===== config.mk =====
export PLATFORM = sky130hd
export DESIGN_NAME = calc2_port_responder_flat
export DESIGN_NICKNAME = d
export VERILOG_FILES = /design/src/rtl/calc2_port_responder_if.sv /design/src/rtl/calc2_port_responder.sv /design/src/flat_wrapper.sv
export SDC_FILE = /design/constraint.sdc
export NUM_CORES = 1
export LEC_CHECK = 0
export CAP_MARGIN = 10
export CORE_UTILIZATION = 40
export DETAILED_ROUTE_END_ITERATION = 10
export PLACE_DENSITY_LB_ADDON = 0.25
export SYNTH_ARGS = -nofsm -noshare
export SYNTH_HDL_FRONTEND = slang
export SYNTH_SLANG_ARGS = --single-unit

===== constraint.sdc =====
create_clock -name c_clk -period 3.6 [get_ports c_clk]
set_clock_uncertainty 0.1 [all_clocks]
set_input_delay 1.08 -clock c_clk [delete_from_list [all_inputs] [get_ports c_clk]]
set_output_delay 1.08 -clock c_clk [all_outputs]
set_load 0.01 [all_outputs]

===== src/rtl/calc2_port_responder_if.sv =====
// Request/response bus of the two-operand calculator port responder.
// Requests span two cycles: command + operand 1, then operand 2.
interface calc2_port_responder_if;
    logic [3:0]  req_cmd_in;
    logic [31:0] req_data_in;
    logic [1:0]  req_tag_in;
    logic [1:0]  out_resp;
    logic [31:0] out_data;
    logic [1:0]  out_tag;

    modport master (
        output req_cmd_in, req_data_in, req_tag_in,
        input  out_resp, out_data, out_tag
    );

    modport slave (
        input  req_cmd_in, req_data_in, req_tag_in,
        output out_resp, out_data, out_tag
    );
endinterface


===== src/rtl/calc2_port_responder.sv =====
// Two-cycle request capture, 4-deep request FIFO and a single executor for
// add/sub and bit-serial shifts, returning one-cycle responses in order.
module calc2_port_responder (
    input  logic                          c_clk,
    input  logic [6:0]                    reset,
    calc2_port_responder_if.slave         bus
);
    localparam int unsigned Depth = 4;

    localparam logic [3:0] CmdAdd = 4'd1;
    localparam logic [3:0] CmdSub = 4'd2;
    localparam logic [3:0] CmdShl = 4'd5;
    localparam logic [3:0] CmdShr = 4'd6;

    typedef enum logic {StIdle, StOpnd2} cap_state_e;

    typedef struct packed {
        logic [3:0]  cmd;
        logic [1:0]  tag;
        logic [31:0] op1;
        logic [31:0] op2;
    } req_t;

    logic in_rst;
    assign in_rst = |reset;

    // Capture FSM
    cap_state_e  cap_state_q;
    logic [3:0]  cap_cmd_q;
    logic [1:0]  cap_tag_q;
    logic [31:0] cap_op1_q;

    always_ff @(posedge c_clk) begin
        if (in_rst) begin
            cap_state_q <= StIdle;
            cap_cmd_q   <= '0;
            cap_tag_q   <= '0;
            cap_op1_q   <= '0;
        end else begin
            case (cap_state_q)
                StIdle: begin
                    if (bus.req_cmd_in != 4'd0) begin
                        cap_cmd_q   <= bus.req_cmd_in;
                        cap_tag_q   <= bus.req_tag_in;
                        cap_op1_q   <= bus.req_data_in;
                        cap_state_q <= StOpnd2;
                    end
                end
                StOpnd2: cap_state_q <= StIdle;
                default: cap_state_q <= StIdle;
            endcase
        end
    end

    // Request FIFO
    req_t       mem_q [Depth];
    logic [1:0] wr_ptr_q, rd_ptr_q;
    logic [2:0] count_q;
    logic       push, push_ok, pop, ex_busy_q;
    req_t       push_req, head;

    assign push     = (cap_state_q == StOpnd2);
    assign push_req = '{cmd: cap_cmd_q, tag: cap_tag_q, op1: cap_op1_q, op2: bus.req_data_in};
    assign pop      = !ex_busy_q && (count_q != 3'd0);
    // A full FIFO still accepts a push when the executor drains the head in the same edge.
    assign push_ok  = push && ((count_q != 3'(Depth)) || pop);
    assign head     = mem_q[rd_ptr_q];

    always_ff @(posedge c_clk) begin
        if (!in_rst && push_ok) begin
            mem_q[wr_ptr_q] <= push_req;
        end
    end

    always_ff @(posedge c_clk) begin
        if (in_rst) begin
            wr_ptr_q <= '0;
            rd_ptr_q <= '0;
            count_q  <= '0;
        end else begin
            if (push_ok) wr_ptr_q <= wr_ptr_q + 2'd1;
            if (pop)     rd_ptr_q <= rd_ptr_q + 2'd1;
            count_q <= count_q + {2'b00, push_ok} - {2'b00, pop};
        end
    end

    // Executor
    logic [3:0]  ex_cmd_q;
    logic [1:0]  ex_tag_q;
    logic [31:0] ex_a_q, ex_b_q;
    logic [4:0]  ex_cnt_q;
    logic [1:0]  out_resp_q;
    logic [31:0] out_data_q;
    logic [1:0]  out_tag_q;
    logic        ex_shift;
    logic [32:0] sum;
    logic [1:0]  res_resp;
    logic [31:0] res_data;

    assign ex_shift = (ex_cmd_q == CmdShl) || (ex_cmd_q == CmdShr);
    assign sum      = {1'b0, ex_a_q} + {1'b0, ex_b_q};

    always_comb begin
        res_resp = 2'b10;
        res_data = '0;
        case (ex_cmd_q)
            CmdAdd: begin
                if (!sum[32]) begin
                    res_resp = 2'b01;
                    res_data = sum[31:0];
                end
            end
            CmdSub: begin
                if (ex_b_q <= ex_a_q) begin
                    res_resp = 2'b01;
                    res_data = ex_a_q - ex_b_q;
                end
            end
            CmdShl, CmdShr: begin
                res_resp = 2'b01;
                res_data = ex_a_q;
            end
            default: ;
        endcase
    end

    always_ff @(posedge c_clk) begin
        if (in_rst) begin
            ex_busy_q  <= 1'b0;
            ex_cmd_q   <= '0;
            ex_tag_q   <= '0;
            ex_a_q     <= '0;
            ex_b_q     <= '0;
            ex_cnt_q   <= '0;
            out_resp_q <= '0;
            out_data_q <= '0;
            out_tag_q  <= '0;
        end else begin
            out_resp_q <= '0;
            out_data_q <= '0;
            out_tag_q  <= '0;
            if (pop) begin
                ex_busy_q <= 1'b1;
                ex_cmd_q  <= head.cmd;
                ex_tag_q  <= head.tag;
                ex_a_q    <= head.op1;
                ex_b_q    <= head.op2;
                ex_cnt_q  <= head.op2[4:0];
            end else if (ex_busy_q) begin
                if (ex_shift && (ex_cnt_q != 5'd0)) begin
                    ex_a_q   <= (ex_cmd_q == CmdShl) ? (ex_a_q << 1) : (ex_a_q >> 1);
                    ex_cnt_q <= ex_cnt_q - 5'd1;
                end else begin
                    out_resp_q <= res_resp;
                    out_data_q <= res_data;
                    out_tag_q  <= ex_tag_q;
                    ex_busy_q  <= 1'b0;
                end
            end
        end
    end

    assign bus.out_resp = out_resp_q;
    assign bus.out_data = out_data_q;
    assign bus.out_tag  = out_tag_q;
endmodule


===== src/flat_wrapper.sv =====
// flat-port wrapper written by rule: the top's interface ports become plain ports
module calc2_port_responder_flat 
  (c_clk, reset, bus_req_cmd_in, bus_req_data_in, bus_req_tag_in, bus_out_resp, bus_out_data, bus_out_tag);
  calc2_port_responder_if bus_i ();
  input  logic c_clk;
  input  logic [6:0] reset;
  input wire logic [$bits(bus_i.req_cmd_in)-1:0] bus_req_cmd_in;
  input wire logic [$bits(bus_i.req_data_in)-1:0] bus_req_data_in;
  input wire logic [$bits(bus_i.req_tag_in)-1:0] bus_req_tag_in;
  output wire logic [$bits(bus_i.out_resp)-1:0] bus_out_resp;
  output wire logic [$bits(bus_i.out_data)-1:0] bus_out_data;
  output wire logic [$bits(bus_i.out_tag)-1:0] bus_out_tag;
  assign bus_i.req_cmd_in = bus_req_cmd_in;
  assign bus_i.req_data_in = bus_req_data_in;
  assign bus_i.req_tag_in = bus_req_tag_in;
  assign bus_out_resp = bus_i.out_resp;
  assign bus_out_data = bus_i.out_data;
  assign bus_out_tag = bus_i.out_tag;
  calc2_port_responder u_core (.c_clk(c_clk), .reset(reset), .bus(bus_i));
endmodule

; Yosys cells after proc, flatten, opt, wreduce, memory -nomap -nowiden
; Memories as Yosys holds them, arrays and structs flattened. A register that Yosys moved wholly into a read port is not among the register bits.
; Cells that the tools add are included.
[classes]
magnitude_cmp = 1
bitwise = 2
muxes = 22
n_addsub = 7
n_eq_ne = 5
n_reduce_logical = 18
div_mod_pow = 0
multipliers = 0
shifts = 0
[op_table]
columns = op, n
row1 = two-way mux 32 bit, 6
row2 = case mux 32 bit (3 select lines), 1
row3 = adder 32 x 32 -> 33 bit, 1
row4 = less-or-equal comparator 32 bit, 1
row5 = subtractor 32 bit, 1
row6 = two-way mux 5 bit, 3
row7 = OR reduction 10 bit, 1
row8 = "equality test 4 x 3 -> 1 bit, second input constant", 2
row9 = two-way mux 2 bit, 4
row10 = OR reduction 7 bit, 1
row11 = two-way mux 1 bit, 6
row12 = case mux 2 bit (3 select lines), 1
row13 = nonzero test 5 bit, 1
row14 = "subtractor 5 x 1 -> 5 bit, second input constant", 1
row15 = "adder 2 x 1 -> 2 bit, second input constant", 2
row16 = "equality test 4 x 1 -> 1 bit, second input constant", 1
row17 = "equality test 4 x 2 -> 1 bit, second input constant", 1
row18 = logical AND 1 bit, 4
row19 = AND reduction 2 bit, 2
row20 = nonzero test 2 bit, 2
row21 = nonzero test 4 bit, 1
row22 = adder 3 x 1 -> 3 bit, 1
row23 = "inequality test 3 bit, second input constant", 1
row24 = nonzero test 3 bit, 1
row25 = 6 further kinds, 9
[word_totals]
output_inout_bits = 36
wordCells = 72
inputBits = 46
register_bits = 158
rom_bits = 0
memories = 1
latch_bits = 0
ram_bits = 280
[memory_table]
columns = name, depth, word_bits, read_ports, rd_clocked_by_memory_dff, wr, line
row1 = u_core.mem_q, 4, 70, 1, 1, 1, calc2_port_responder.sv:56  ; req_t mem_q [Depth];

; Logic depth before layout (Yosys ltp)
; Gate-level depths: netlist (run 1).
[logic_depth]
word_depth = 7
mapped_depth = 14
ltp_nobuf = 13

; Least setup slack after synthesis (run 1)
; OpenSTA, ideal clock, no wires.
[synth_path]
kind = input-to-reg
from = input port reset[2]
to = memory u_core.mem_q[0][0] (netlist bit), enable pin
slack_ns = -0.279
setup_ns = 0.436
path_buffers = 0
cell_stages = 3
arrival_ns = 3.344
path_cell_list = nor4_1 -> and2_1 -> and3_1
[synth_via]
elab_chain_len = 5
[synth_lines]
columns = item, line
row1 = start: declaration, flat_wrapper.sv:6  ; input logic [6:0] reset;
row2 = OR reduction 7 bit, calc2_port_responder.sv:25  ; assign in_rst = |reset;
row3 = zero test 1 bit, calc2_port_responder.sv:70  ; if (!in_rst && push_ok) begin
row4 = logical AND 1 bit, calc2_port_responder.sv:70
row5 = two-way mux 1 bit, calc2_port_responder.sv:70
row6 = two-way mux 1 bit (implied by the code), calc2_port_responder.sv:71  ; mem_q[wr_ptr_q] <= push_req;
row7 = end: declaration, calc2_port_responder.sv:56
; No other way between the ends.

; Worst setup path in the final report (run 1)
[layout_path]
from = register u_core.ex_a_q[0]
to = register u_core.out_data_q[20], in the netlist u_core.bus.out_data[20]
[layout_via]
elab_chain_len = 3
elab_cells_between_ends = 6
classes_between = 2 x add/sub / 1 x order compare / 3 x mux
[layout_lines]
columns = item, line
row1 = start: declaration, calc2_port_responder.sv:90  ; logic [31:0] ex_a_q, ex_b_q;
row2 = start signal: assignment, calc2_port_responder.sv:146  ; ex_a_q <= head.op1;
row3 = start signal: assignment, calc2_port_responder.sv:151  ; ex_a_q <= (ex_cmd_q == CmdShl) ? (ex_a_q << 1) : (ex_a_q >> 1);
row4 = subtractor 32 bit (tied with other cells), calc2_port_responder.sv:116  ; res_data = ex_a_q - ex_b_q;
row5 = two-way mux 32 bit (on tied branches), "calc2_port_responder.sv:114, calc2_port_responder.sv:108"
row6 = case mux 32 bit (3 select lines) (*), calc2_port_responder.sv:106  ; case (ex_cmd_q)
row7 = end signal: assignment, calc2_port_responder.sv:155  ; out_data_q <= res_data;
row8 = end: declaration, calc2_port_responder.sv:93  ; logic [31:0] out_data_q;
; Every way passes the cells marked *; elsewhere a longest branch is shown, timed or not.
; A chain may end at the register's enable or synchronous reset.

==> flow_summary.ini, run 1 <==
[run_status]
status = complete, no violations

[power_and_ir_drop]
p_leak_nw = 8.13
pwr-share-comb = 0.010
pwr-share-seq = 0.518
clkPwrFrac = 0.472
max-vdd-ir-drop_mv = 0.319
switching_share = 0.207
power_density_mw_per_mm2 = 435
internal_power_mw = 8.16
p_sw_mw = 2.13

[setup_path]
crit_top_cell = a21oi_1
critical_path.cell_chain = ha_1 -> inv_1 -> fa_1 -> nor2_1 -> o221ai_1 -> a21oi_1 -> a21oi_1 -> o41a_1 -> o21bai_1 -> a21oi_1 -> xnor2_1 -> a222oi_1 -> nor2_1
cp.buffers_inverters = 1
critPathMaxStageDelay_ns = 0.46
crit_slowest_cell = o41a_1
cp_top_family = compound AO/OA/AOI/OAI gates
startpoint_type = flop
worstPathArrival_ns = 3.71
crit_fanout = 5
cp_data_required_time_ns = 3.99
cp.depth = 13
cp-end-kind = flop
crit_type = reg -> reg
ff2ff_path_depth = 13

[synth]
ys_warn_count = 0
synth_edf_count = 280
synth_cell_type_count = 75
synth_seq_cells = 440
async_flop_share = 0
syn_inst = 1675
synth_area_mm2 = 0.0202
syn_area_per_cell_um2 = 12.0
synthesis.nets = 1796
seq_area_frac_synth = 0.575
synth-main-ff-cell = edfxtp_1

[clocking]
ctsHoldBuffers = 0
cts.sinks = 440
clock_path_buffers = 3
cts_tree = built
cts_made_buffers = 47
root_buffer = clkbuf_16
post-cts-setup-buffer-count = 0
clk_pin_slew_worst_paths_ns = 0.06
htreeDepth = 2
clock_latency_ns = 0.60

[min_path]
hold_path.class = reg -> reg
whs_path_depth = 1

[placement]
gp_congestion = 0.886
dp_hpwl_um = 33800
dp_slack_ns = 0.109
io_buffers = 81

[routing]
postRouteAntennaNets = 0
avgRoutedWirePerCell_um = 20.4
first_pass_iters = 6
via_per_inst = 5.42
drc_errors = 0
vias = 13400
drtIter0Drc = 1401
postRouteWirelength_um = 50600

[grt]
grt_use_total = 0.198
grt_pass1_wl_um = 77600
overflow = 0
grt_start_max_net_pins = 96
grt_pass1_vias = 13000
antenna_found_initial = 0

[sta]
slew_headroom = 0.344
finalCritPeriodShare = 0.923
final_max_slew_viol_count = 0
worst_slack_ns = 0.278
setup_viol = 0
fmax_mhz = 301
tightest_slew_ns = 0.975
layout_min_cycle_time_ns = 3.32
setup_tns_ns = 0
hold_violations = 0
rsz0062_at_grt = no

[floorplanning]
fp.dieW_um = 227
start_util = 0.409
io_pins = 82
core_mm2 = 0.0494
die_h_um = 227
die_area_mm2 = 0.0513
rows = 81

[flow_run]
maxCapViolations = 0

[layout]
fillCellCount = 4434
register_area_mm2 = 0.0116
multi_input_area_mm2 = 0.00784
fin_util = 0.479
final_nets = 1899
layout-area-overhead-vs-synth_pct = 17.3
antenna_cells = 0
layout-drive-gt1-share = 0.151
-- final cells by class --
class	instances	area share
Clock buffer	61	0.0528
Clock inverter	27	0.0134
Inverter	78	0.0124
Multi-Input combinational cell	1053	0.331
Sequential cell	440	0.491
Tap cell	664	0.0351
Timing Repair Buffer	158	0.0640
-- what timing repair did --
action | in CTS | in global routing
endpoints found under the hold margin | 0 | 0
endpoints found under the setup margin | 0 | 12
resized for setup | 0 | 5
-- worst register-to-register path, cell delays in order (launching register included) --
cell and delay (ns):
dfxtp_1 0.40, ha_1 0.20, inv_1 0.06, fa_1 0.40, nor2_1 0.20, o221ai_1 0.19
a21oi_1 0.27, a21oi_1 0.19, o41a_1 0.46, o21bai_1 0.24, a21oi_1 0.12, xnor2_1 0.14
a222oi_1 0.21, nor2_1 0.06
-- registers in the layout, indices dropped and copies added (netlist names), named ones only --
| register | cells |
|---|---|
| u_core.bus.out_data | 32 |
| u_core.bus.out_resp | 2 |
| u_core.bus.out_tag | 2 |
| u_core.cap_cmd_q | 4 |
| u_core.cap_op1_q | 32 |
| u_core.cap_state_q | 1 |
| u_core.cap_tag_q | 2 |
| u_core.count_q | 3 |
| u_core.ex_a_q | 32 |
| u_core.ex_b_q | 32 |
| u_core.ex_busy_q | 1 |
| u_core.ex_cmd_q | 4 |
| u_core.ex_cnt_q | 5 |
| u_core.ex_tag_q | 2 |
| u_core.mem_q | 280 |
| u_core.rd_ptr_q | 2 |
| u_core.wr_ptr_q | 2 |
-- metrics by stage --
step | power (mW) | instance area [µm²] | hold slack (ns) | instances
floorplan | 5.46 | 20200 | 0.330 | 1675
global placement | 5.54 | 22100 | 0.339 | 2392
detailed placement | 5.55 | 22100 | 0.340 | 2392
CTS | 10.4 | 23600 | 0.355 | 2480
global route | 10.6 | 23700 | 0.373 | 2481
finish | 10.3 | 23700 | 0.353 | 2481
-- final timing paths --
path,from,to,slack [ns]
hold reg to reg,u_core.ex_tag_q[0],u_core.bus.out_tag[0],0.35
hold / removal,u_core.ex_tag_q[0],u_core.bus.out_tag[0],0.35
setup / recovery,u_core.ex_a_q[0],u_core.bus.out_data[20],0.28
setup reg to reg,u_core.ex_a_q[0],u_core.bus.out_data[20],0.28
-- synthesized netlist by cell type (8+ instances only) --
| cell | count | area, µm² |
|---|---|---|
| dfxtp_1 | 160 | 3200 |
| a21oi_1 | 181 | 906 |
| and3_1 | 9 | 56.3 |
| nand2_1 | 258 | 968 |
| ha_1 | 72 | 901 |
| buf_1 | 14 | 52.6 |
| mux4_2 | 70 | 1580 |
| nor2_1 | 85 | 319 |
| a21o_1 | 15 | 113 |
| nor3_1 | 17 | 85.1 |
| o21bai_1 | 9 | 67.6 |
| clkbuf_1 | 63 | 236 |
| buf_2 | 17 | 85.1 |
| nand2b_1 | 11 | 68.8 |
| o31ai_1 | 11 | 82.6 |
| a31oi_1 | 11 | 68.8 |
| xor2_1 | 13 | 114 |
| edfxtp_1 | 280 | 8410 |
| a222oi_1 | 17 | 170 |
| a22oi_1 | 9 | 67.6 |
| nor2b_1 | 8 | 50.1 |
| o211ai_1 | 34 | 255 |
| mux2i_1 | 30 | 300 |
| o21ai_0 | 27 | 135 |
| and2_1 | 8 | 50.1 |
| nand3_1 | 9 | 45.0 |
| xnor2_1 | 54 | 473 |
| inv_1 | 76 | 285 |
-- per-layer routing --
layer	GRT usage	up-vias	wire length, µm
met5	0	-	0
li1	-	6333	-
met4	0.0508	0	885
met3	0.0338	66	2790
met1	0.298	6663	24700
met2	0.295	376	22300
-- kinds of logic (layout without fill, tap and decap cells) --
| kind of cell | count (synthesis) | after routing | share of synthesized area |
|---|---|---|---|
| xor+xnor | 67 | 67 | 0.0291 |
| mux | 100 | 100 | 0.0930 |
| compound gates | 368 | 369 | 0.121 |
| flops | 440 | 440 | 0.575 |
| simple gates | 442 | 442 | 0.0954 |
| buf+inv | 183 | 324 | 0.0385 |
| fa+ha+maj | 75 | 75 | 0.0476 |
-- cell usage in the layout, fill, tap and decap left out, drive strengths merged, types with 70 or more instances in the layout --
cell,count
ha,72
dfxtp,160
nor2,89
nand2,259
buf,77
inv,78
clkdlybuf4s50,81
mux4,70
a21oi,187
edfxtp,280
-- power by group through the flow --
| stage | combinational (mW) | sequential [mW] | clock (mW) |
|---|---|---|---|
| finish | 0.106 | 5.33 | 4.86 |
| global route | 0.115 | 5.33 | 5.16 |
| CTS | 0.108 | 5.33 | 4.97 |
| detailed placement | 0.107 | 5.44 | 0 |
| global placement | 0.104 | 5.44 | 0 |
| floorplan | 0.0210 | 5.44 | 0 |
No activity file was read; power rests on OpenSTA's default activity.
==> run 2, diff against run 1 <==
--- a/config.mk
+++ b/config.mk
@@ -5,10 +5,11 @@
 export SDC_FILE = /design/constraint.sdc
 export NUM_CORES = 1
 export LEC_CHECK = 0
-export CAP_MARGIN = 10
+export CAP_MARGIN = 20
 export CORE_UTILIZATION = 40
 export DETAILED_ROUTE_END_ITERATION = 10
 export PLACE_DENSITY_LB_ADDON = 0.25
+export SKIP_LAST_GASP = 1
 export SYNTH_ARGS = -nofsm -noshare
 export SYNTH_HDL_FRONTEND = slang
 export SYNTH_SLANG_ARGS = --single-unit
==> results of run 2 <==
Same layout as run 1: the final DEF is identical, and so are final timing and power.
==> run 3, diff against run 2 <==
==> constraint.sdc (replaced) <==
create_clock -name c_clk -period 3 [get_ports c_clk]
set_clock_uncertainty 0.1 [all_clocks]
set_input_delay 0.9 -clock c_clk [delete_from_list [all_inputs] [get_ports c_clk]]
set_output_delay 0.9 -clock c_clk [all_outputs]
set_load 0.01 [all_outputs]
==> flow_summary.ini, run 3 (synthesis results as in run 1) <==
[run_status]
status = finished with violations
violations = setup timing

[power_and_ir_drop]
p_leak_nw = 9.23
internal_power_mw = 9.94
pwr-share-seq = 0.514
p_sw_mw = 2.50
max-vdd-ir-drop_mv = 0.338
power_density_mw_per_mm2 = 483
pwr-share-comb = 0.010
switching_share = 0.201
p_total_mw = 12.4
clkPwrFrac = 0.476

[grt]
grt_use_total = 0.210
grt_start_max_net_pins = 79
grt_pass1_wl_um = 81700
grt_pass1_vias = 14000
overflow = 0
antenna_found_initial = 0

[setup_path]
cp-end-kind = flop
cp_data_required_time_ns = 3.36
startpoint_type = flop
r2r_end = u_core.bus.out_data[26]
r2r_slack_ns = -0.09
crit_type = reg -> reg
ff2ff_path_depth = 13
r2r_start = u_core.ex_b_q[0]
crit_fanout = 3
worstPathArrival_ns = 3.45

[layout]
fin_cells = 2656
fillCellCount = 4310
largest_register_ffs = 280
final_common_cell = edfxtp_1
layout-drive-gt1-share = 0.260
layout_common_cells = edfxtp_1, nand2_1, buf_4
antenna_cells = 0
fin_util = 0.522
layout-area-overhead-vs-synth_pct = 27.6
largest_register = u_core.mem_q
final_nets = 2075
final_area_mm2 = 0.0258

[min_path]
hold_start = u_core.ex_tag_q[1]
hold_path.class = reg -> reg
hold_end = u_core.bus.out_tag[1]
whs_path_depth = 1

[placement]
dp_cells = 2545
gp_congestion = 0.924
dpl_cell_area_mm2 = 0.0234
io_buffers = 81
dp_hpwl_um = 37000
dp_slack_ns = -0.283

[clocking]
root_buffer = clkbuf_16
htreeDepth = 2
cts.sinks = 440
cts_tree = built
clock_path_buffers = 3
clk_pin_slew_worst_paths_ns = 0.06
clock_latency_ns = 0.58
cts_made_buffers = 46
ctsHoldBuffers = 0

[floorplanning]
io_pins = 82
die_h_um = 227
die_area_mm2 = 0.0513
start_util = 0.409
core_mm2 = 0.0494
fp.dieW_um = 227
rows = 81

[flow_run]
maxCapViolations = 0

[sta]
layout_min_cycle_time_ns = 3.09
final_max_slew_viol_count = 0
rsz0062_at_grt = yes
tightest_slew_ns = 0.860
finalCritPeriodShare = 1.03
setup_tns_ns = -0.516
setup_viol = 18
hold_violations = 0
hold_ws_ns = 0.354
slew_headroom = 0.427
worst_slack_ns = -0.0934
fmax_mhz = 323

[routing]
vias = 14000
drtIter0Drc = 1269
postRouteWirelength_um = 53000
avgRoutedWirePerCell_um = 20.0
first_pass_iters = 7
drc_errors = 0
via_per_inst = 5.28
postRouteAntennaNets = 0
run 3: repair_timing:
action | in CTS | in global routing
gates resized for setup | 47 | 64
pin swaps | 41 | 42
setup endpoints to repair | 33 | 34
endpoints found under the hold margin | 0 | 0
buffers inserted | 20 | 5
gates cloned | 1 | 1
run 3: final cells by class:
class,instances,area (µm²),area share
well taps,664,831,0.0323
clock buffers,66,1300,0.0504
inverters,78,294,0.0114
multi-input cells,1052,8280,0.322
flip-flops and latches,440,11600,0.452
clock inverters,20,297,0.0115
repair buffers,336,3120,0.121
run 3: power by group through the flow:
stage	Combinational, mW	Sequential, mW	Clock, mW
2_1_floorplan	0.0252	6.53	0
3_3_place_gp	0.125	6.53	0
3_5_place_dp	0.128	6.53	0
4_1_cts	0.128	6.39	6.03
5_1_grt	0.138	6.39	6.27
6_report	0.126	6.40	5.92
run 3: worst max path at each step:
stage | start | endpoint | slack [ns] | cells past startpoint
2_1_floorplan | u_core.ex_a_q[0] | u_core.bus.out_data[26] | 0.05 | 13
3_3_place_gp | u_core.ex_b_q[17] | u_core.bus.out_data[1] | -0.24 | 14
3_5_place_dp | u_core.ex_b_q[17] | u_core.bus.out_data[2] | -0.28 | 14
4_1_cts | u_core.ex_a_q[17] | u_core.bus.out_data[2] | -0.10 | 14
5_1_grt | u_core.ex_b_q[18] | u_core.bus.out_data[4] | -0.24 | 13
6_report | u_core.ex_b_q[0] | u_core.bus.out_data[26] | -0.09 | 13
run 3: layer usage:
layer  GRT usage  vias to the layer above  part of all wire
li1            -                     6687                 -
met3      0.0330                       82             0.050
met2       0.313                      373              0.44
met1       0.314                     6874              0.49
met4      0.0578                        0             0.023
met5           0                        -                 0
run 3: critical path: stages, from the launching register on:
cell       delay, ns
dfxtp_2         0.32
buf_6           0.11
ha_4            0.16
fa_2            0.39
nand2b_4        0.16
a2111oi_4       0.43
nor4_4          0.08
o21ai_2         0.22
a2111oi_4       0.13
o31ai_4         0.28
a21boi_2        0.10
xnor2_1         0.13
a222oi_1        0.28
nor2_1          0.07
==> edit 1 (settings of run 3) <==
Set the localparam `Depth` to 2 (it was 4).
--- a/src/rtl/calc2_port_responder.sv
+++ b/src/rtl/calc2_port_responder.sv
@@ -6,5 +6,5 @@
     calc2_port_responder_if.slave         bus
 );
-    localparam int unsigned Depth = 4;
+    localparam int unsigned Depth = 2;
 
     localparam logic [3:0] CmdAdd = 4'd1;
Function: no difference found for any inputs over 4 cycles, from zero or initial values; that may be too few to reach the edited logic, so the function may still have changed.
==> edit 1 against run 3 <==
The run still ends with negative setup slack left. Critical path depth unchanged. Count of clock-buffer cells in the layout down 19. Final area down 25%. Power down 31%. Via count down 15%. Synthesized cell count down 13%. Sequential share of layout area down 7.1 points. Critical path type unchanged. Core utilization up 0.65 points. Routed wire length down 19%. Worst setup slack better by 59 ps. Area after synthesis down 26%. Sequential power down 34%. Sequential cell count down 143.
==> edit 1: results (changes against run 3) <==
[synthesis] count of flip-flops with a built-in enable after synthesis 140 [-50%]
[sta] worst slew margin relative to its limit 50.81% [+8.1 points]
[synthesis] prevailing post-synth register cell sky130_fd_sc_hd__dfxtp_1
[clock_network] CTS Buf Count 34 [-26%]
[placement] total placed instance area 17590 um^2 [-25%]
[worst_setup_path] maximum fanout along the worst path 5 [+2]
[worst_setup_path] arrival time worst endpoint 3330 ps [-120 ps]
[placement] routability cong. 0.9005 [-2.5%]
[synthesis] main area contributors after synthesis sky130_fd_sc_hd__edfxtp_1 28%, sky130_fd_sc_hd__dfxtp_1 21%, sky130_fd_sc_hd__mux2i_1 6.4%
[worst_setup_path] Crit. Startpoint u_core.ex_b_q[2]
[synthesis] part of the Yosys area used for sequential elements 49.34% [-8.2 points]
[sta] final worst setup slack -34.29 ps [+59.07 ps]
[pwr] maximum resistive drop on vdd 0.3513 mV [+4.0%]
[finish] fraction of final layout cells with drive strength greater than 1 22.31% [-3.6 points]
[finish] number of nets in the final layout 1818 [-12%]
[hold_path] hold path start u_core.cap_op1_q[24]
[global_route] vias in the first global route 11.30k [-19%]
[outcome] violated checks negative setup slack
[placement] HPWL after DPL 31.06 mm [-16%]
[drt] first drt pass iteration count 8 [+1]
[drt] initial detailed-routing violation count 904 [-29%]
[hold_path] number of cells on the worst hold path 0 [-1]
[synthesis] Distinct cells, synth 78 [+4.0%]
[drt] total via count in the routed design 11.86k [-15%]
[drt] Post-Route WL 43.19 mm [-19%]
[outcome] status finished with violations
[pwr] LEAKAGE 7.190 nW [-22%]
[global_route] wire length of the first global-routing pass 65.57 mm [-20%]
[sta] WHS 350.3 ps [-3.951 ps]
[worst_setup_path] length in cells of the worst reg-to-reg path 13 [unchanged]
[global_route] total track usage 21.99% [+1.0 points]
[sta] # setup viols final 1 [-17]
[global_route] antenna violations before repair 0 [unchanged]
[synthesis] number of nets produced by synthesis 1577 [-12%]
[synthesis] top post-synthesis cells by count 157 x sky130_fd_sc_hd__dfxtp_1, 144 x sky130_fd_sc_hd__nor2_1, 140 x sky130_fd_sc_hd__edfxtp_1, 123 x sky130_fd_sc_hd__nand2_1, 122 x sky130_fd_sc_hd__a21oi_1
[worst_setup_path] end of the worst register-to-register path u_core.bus.out_data[31]
[hold_path] hold-critical path endpoint u_core.mem_q[1][56]
[clock_network] Clk Latency, worst-skew pair 530 ps [-50 ps]
## edit 1: cells by family (layout without fill, tap and decap cells)
logic type	Yosys count	in the layout	synth area share (%)
compound gates	391	391	18.31
simple gates	371	371	11.21
xor+xnor	63	63	3.706
mux	101	101	6.840
flops	297	297	49.34
fa+ha+maj	71	71	6.117
buf+inv	166	432	4.479
## edit 1: how the worst max path moves through the flow
stage | to | slack (ps) | cells after the start
after CTS | u_core.bus.out_data[31] | -20 | 13
after detailed placement | u_core.bus.out_data[25] | -250 | 15
final | u_core.bus.out_data[31] | -30 | 13
after global placement | u_core.bus.out_data[25] | -260 | 15
after floorplan | u_core.mem_q[0][0] | -30 | 4
after global routing | u_core.bus.out_data[20] | -130 | 14
## edit 1: metal layers
metal  GRT usage [%]  part of all wire (%)  vias to the layer above
li1                -                     -                     5837
met1           34.18                    51                     5620
met2           32.09                    42                      348
met3           2.846                   5.2                       59
met4           4.929                   1.8                        0
met5               0                     0                        -
## edit 1: per-stage QoR
step	TNS, ps	setup WS (ps)	cells	power [mW]
floorplan	-2306	-32.95	1460	4.336
finish	-34.29	-34.29	2194	8.539
global route	-748.0	-131.9	2194	8.792
CTS	-36.73	-24.70	2185	8.643
detailed placement	-8421	-245.6	2120	4.425
global placement	-1416	-259.7	2120	4.422
## edit 1: power breakdown
part	leakage (nW)	internal, mW	switching (mW)	total [mW]
Clock	0.551	2.54	1.66	4.20
Sequential	2.71	4.22	0.00134	4.22
Combinational	3.93	0.0634	0.0523	0.116
Total	7.19	6.82	1.72	8.54
## edit 1: repair_timing
item,in CTS,in global routing
gates resized for setup,23,82
cloned,0,1
endpoints found under the hold margin,0,0
pin swaps,15,41
setup endpoints to repair,19,29
buffers inserted,5,8
## edit 1: final cells by class
cell class / instances / area, um^2
Inverter: 69 / 260.3
Tap cell: 468 / 585.6
Clock buffer: 47 / 929.6
Timing Repair Buffer: 302 / 2603
Multi-Input combinational cell: 997 / 7383
Fill cell: 3280 / 17270
Clock inverter: 14 / 212.7
Sequential cell: 297 / 7367
## edit 1: critical path, stage by stage (launching register included)
cell                       delay, ps
sky130_fd_sc_hd__dfxtp_2         340
sky130_fd_sc_hd__inv_2            70
sky130_fd_sc_hd__ha_4            260
sky130_fd_sc_hd__buf_4           160
sky130_fd_sc_hd__o211ai_1        220
sky130_fd_sc_hd__a21oi_2          80
sky130_fd_sc_hd__o41a_1          500
sky130_fd_sc_hd__a31o_2          320
sky130_fd_sc_hd__a21oi_2         120
sky130_fd_sc_hd__buf_4           140
sky130_fd_sc_hd__o41ai_2          80
sky130_fd_sc_hd__xor2_1          160
sky130_fd_sc_hd__a222oi_1        270
sky130_fd_sc_hd__nor2_1           80
==> edit 2 (flow settings as in run 3) <==
Without the edit above. Remove the case item `CmdSub` of the case on `ex_cmd_q`.
--- a/src/rtl/calc2_port_responder.sv
+++ b/src/rtl/calc2_port_responder.sv
@@ -111,10 +111,4 @@
                 end
             end
-            CmdSub: begin
-                if (ex_b_q <= ex_a_q) begin
-                    res_resp = 2'b01;
-                    res_data = ex_a_q - ex_b_q;
-                end
-            end
             CmdShl, CmdShr: begin
                 res_resp = 2'b01;
Formal check against the unedited RTL: not equivalent (a bounded check fails within 10 cycles, from zero or initial values).
==> edit 2 against run 3 <==
Final area decreased by 16%. Die area down 10%. Largest cell class unchanged. Fmax rose by 6.2%. Final cell count fell by 19%. Area after synthesis fell by 11%. Critical endpoint unchanged. Global-route usage fell by 2.2 points. Via count down 19%. Worst setup slack improved by 180 ps. Sequential cell count unchanged. Clock power shrank 1%. Routed wire length down 19%. Power is 0.62% lower.
==> edit 2: results (changes against run 3) <==
[global_route] global-route met1 utilization 27.22% [-4.2 points]
[synthesis] top post-synthesis cells by count 280 x sky130_fd_sc_hd__edfxtp_1, 248 x sky130_fd_sc_hd__nand2_1, 160 x sky130_fd_sc_hd__dfxtp_1, 151 x sky130_fd_sc_hd__a21oi_1, 70 x sky130_fd_sc_hd__mux4_2
[drt] total met2 wirelength after detailed routing 19.54 mm [-16%]
[pwr] maximum resistive drop on vdd 0.3720 mV [+10%]
[synthesis] number of cells produced by synthesis 1371 [-18%]
[global_route] met2 Resource Use GR 29.46% [-1.9 points]
[synthesis] portion of netlist area occupied by mux cells 10.40% [+1.1 points]
[outcome] status finished clean
[global_route] total track usage 18.76% [-2.2 points]
[worst_setup_path] worst setup slack for register-to-register paths 90 ps [+180 ps]
[synthesis] part of the Yosys area used for sequential elements 64.33% [+6.8 points]
[synthesis] area fraction in compound gates after synthesis 10.17% [-1.9 points]
[clock_network] H-tree depth reported by CTS 2 [unchanged]
[drt] Post-Route WL 42.85 mm [-19%]
[drt] initial detailed-routing violation count 770 [-39%]
[clock_network] CTS Buf Count 45 [-2.2%]
[sta] worst slew margin relative to its limit 42.63% [about the same]
[placement] routability cong. 0.9178 [-0.63%]
[global_route] wire length of the first global-routing pass 66.74 mm [-18%]
[worst_setup_path] standard cell with the maximum stage delay on the critical path sky130_fd_sc_hd__or4_1
[synthesis] main area contributors after synthesis sky130_fd_sc_hd__edfxtp_1 47%, sky130_fd_sc_hd__dfxtp_1 18%, sky130_fd_sc_hd__mux4_2 8.7%
[synthesis] number of nets produced by synthesis 1459 [-19%]
[finish] number of nets in the final layout 1599 [-23%]
[placement] HPWL after DPL 28.80 mm [-22%]
[drt] total via count in the routed design 11.32k [-19%]
[drt] first drt pass iteration count 5 [-2]
[pwr] power in the clock group 5.84 mW [-1%]
[synthesis] Distinct cells, synth 57 [-24%]
[worst_setup_path] length in cells of the worst reg-to-reg path 10 [-3]
[finish] filler cell count 3930 [-8.8%]
[finish] count of non-filler cells in the finished layout 2140 [-19%]
[drt] metal1 wirelength 20.71 mm [-20%]
[sta] fin crit share 97.08% [-6.0 points]
[hold_path] number of cells on the worst hold path 1 [unchanged]
[worst_setup_path] highest cell delay on the worst timing path 460 ps [+30 ps]
[pwr] Switching Power 2.417 mW [-3.2%]
[finish] fraction of final layout cells with drive strength greater than 1 16.02% [-9.9 points]
[global_route] largest net degree at the start of global routing 79 [unchanged]
[synthesis] XOR/XNOR share of the synthesized area 1.650% [-1.3 points]
[synthesis] Post-Synth Adder-Cell Area 2.995% [-1.8 points]
[placement] worst slack at placement -63.30 ps [+219.5 ps]
[pwr] LEAKAGE 7.336 nW [-20%]
[hold_path] hold path start u_core.ex_tag_q[0]
[synthesis] Yosys top cell area share 46.58% [+4.9 points]
[global_route] fraction of met3 tracks used by global routing 2.738% [-0.57 points]
[drt] routed wire length on met3 1.868 mm [-30%]
[placement] IO Port Bufs 81 [unchanged]
[hold_path] hold-critical path endpoint u_core.bus.out_tag[0]
## edit 2: changes by cell type after synthesis, sizes merged, moves of 11 or more
cell	before	now
ha	72	40
xnor2	54	18
a2bb2oi	2	18
a21oi	187	151
buf	42	20
nor3	17	4
inv	77	24
a22oi	14	1
a222oi	17	0
nand2	259	248
nor2	89	60
## edit 2: worst max path at each step
stage | cells after the start | slack [ps] | startpoint | end
after floorplan | 3 | 80 | reset[2] | u_core.mem_q[0][0]
after global placement | 10 | -30 | u_core.ex_b_q[0] | u_core.bus.out_data[26]
after detailed placement | 9 | -60 | reset[2] | u_core.bus.out_data[31]
after CTS | 10 | 50 | u_core.ex_b_q[0] | u_core.bus.out_data[26]
after global routing | 10 | -5 | u_core.ex_b_q[9] | u_core.bus.out_data[4]
final | 10 | 90 | u_core.ex_b_q[0] | u_core.bus.out_data[26]
## edit 2: metrics by stage
stage	hold WS (ps)	total power, mW	util, %	area (um^2)
6_report	348.9	12.36	49.01	21720
5_1_grt	376.6	12.72	49.01	21720
4_1_cts	356.4	12.48	49.01	21720
3_5_place_dp	348.6	6.657	45.49	20160
3_3_place_gp	336.2	6.655	45.49	20160
2_1_floorplan	329.6	6.552	-	18050
## edit 2: final cells by class
class                           count  area share (%)
Clock buffer                       60           5.628
Clock inverter                     24           1.492
Inverter                           24          0.4147
Multi-Input combinational cell    832           28.03
Sequential cell                   440           53.48
Tap cell                          592           3.410
Timing Repair Buffer              168           7.546
## edit 2: cells by family after synthesis
group | after synthesis
AND/OR/NAND/NOR | 364
multiplexers | 100
XOR/XNOR | 34
adder cells (fa/ha/maj) | 42
flip-flops | 440
AO/OA/AOI/OAI | 292
buffers and inverters | 99
## edit 2: what timing repair did
item	CTS	global route
pin swaps	4	2
endpoints found under the setup margin	2	3
resized for setup	1	1
setup buffers	1	0
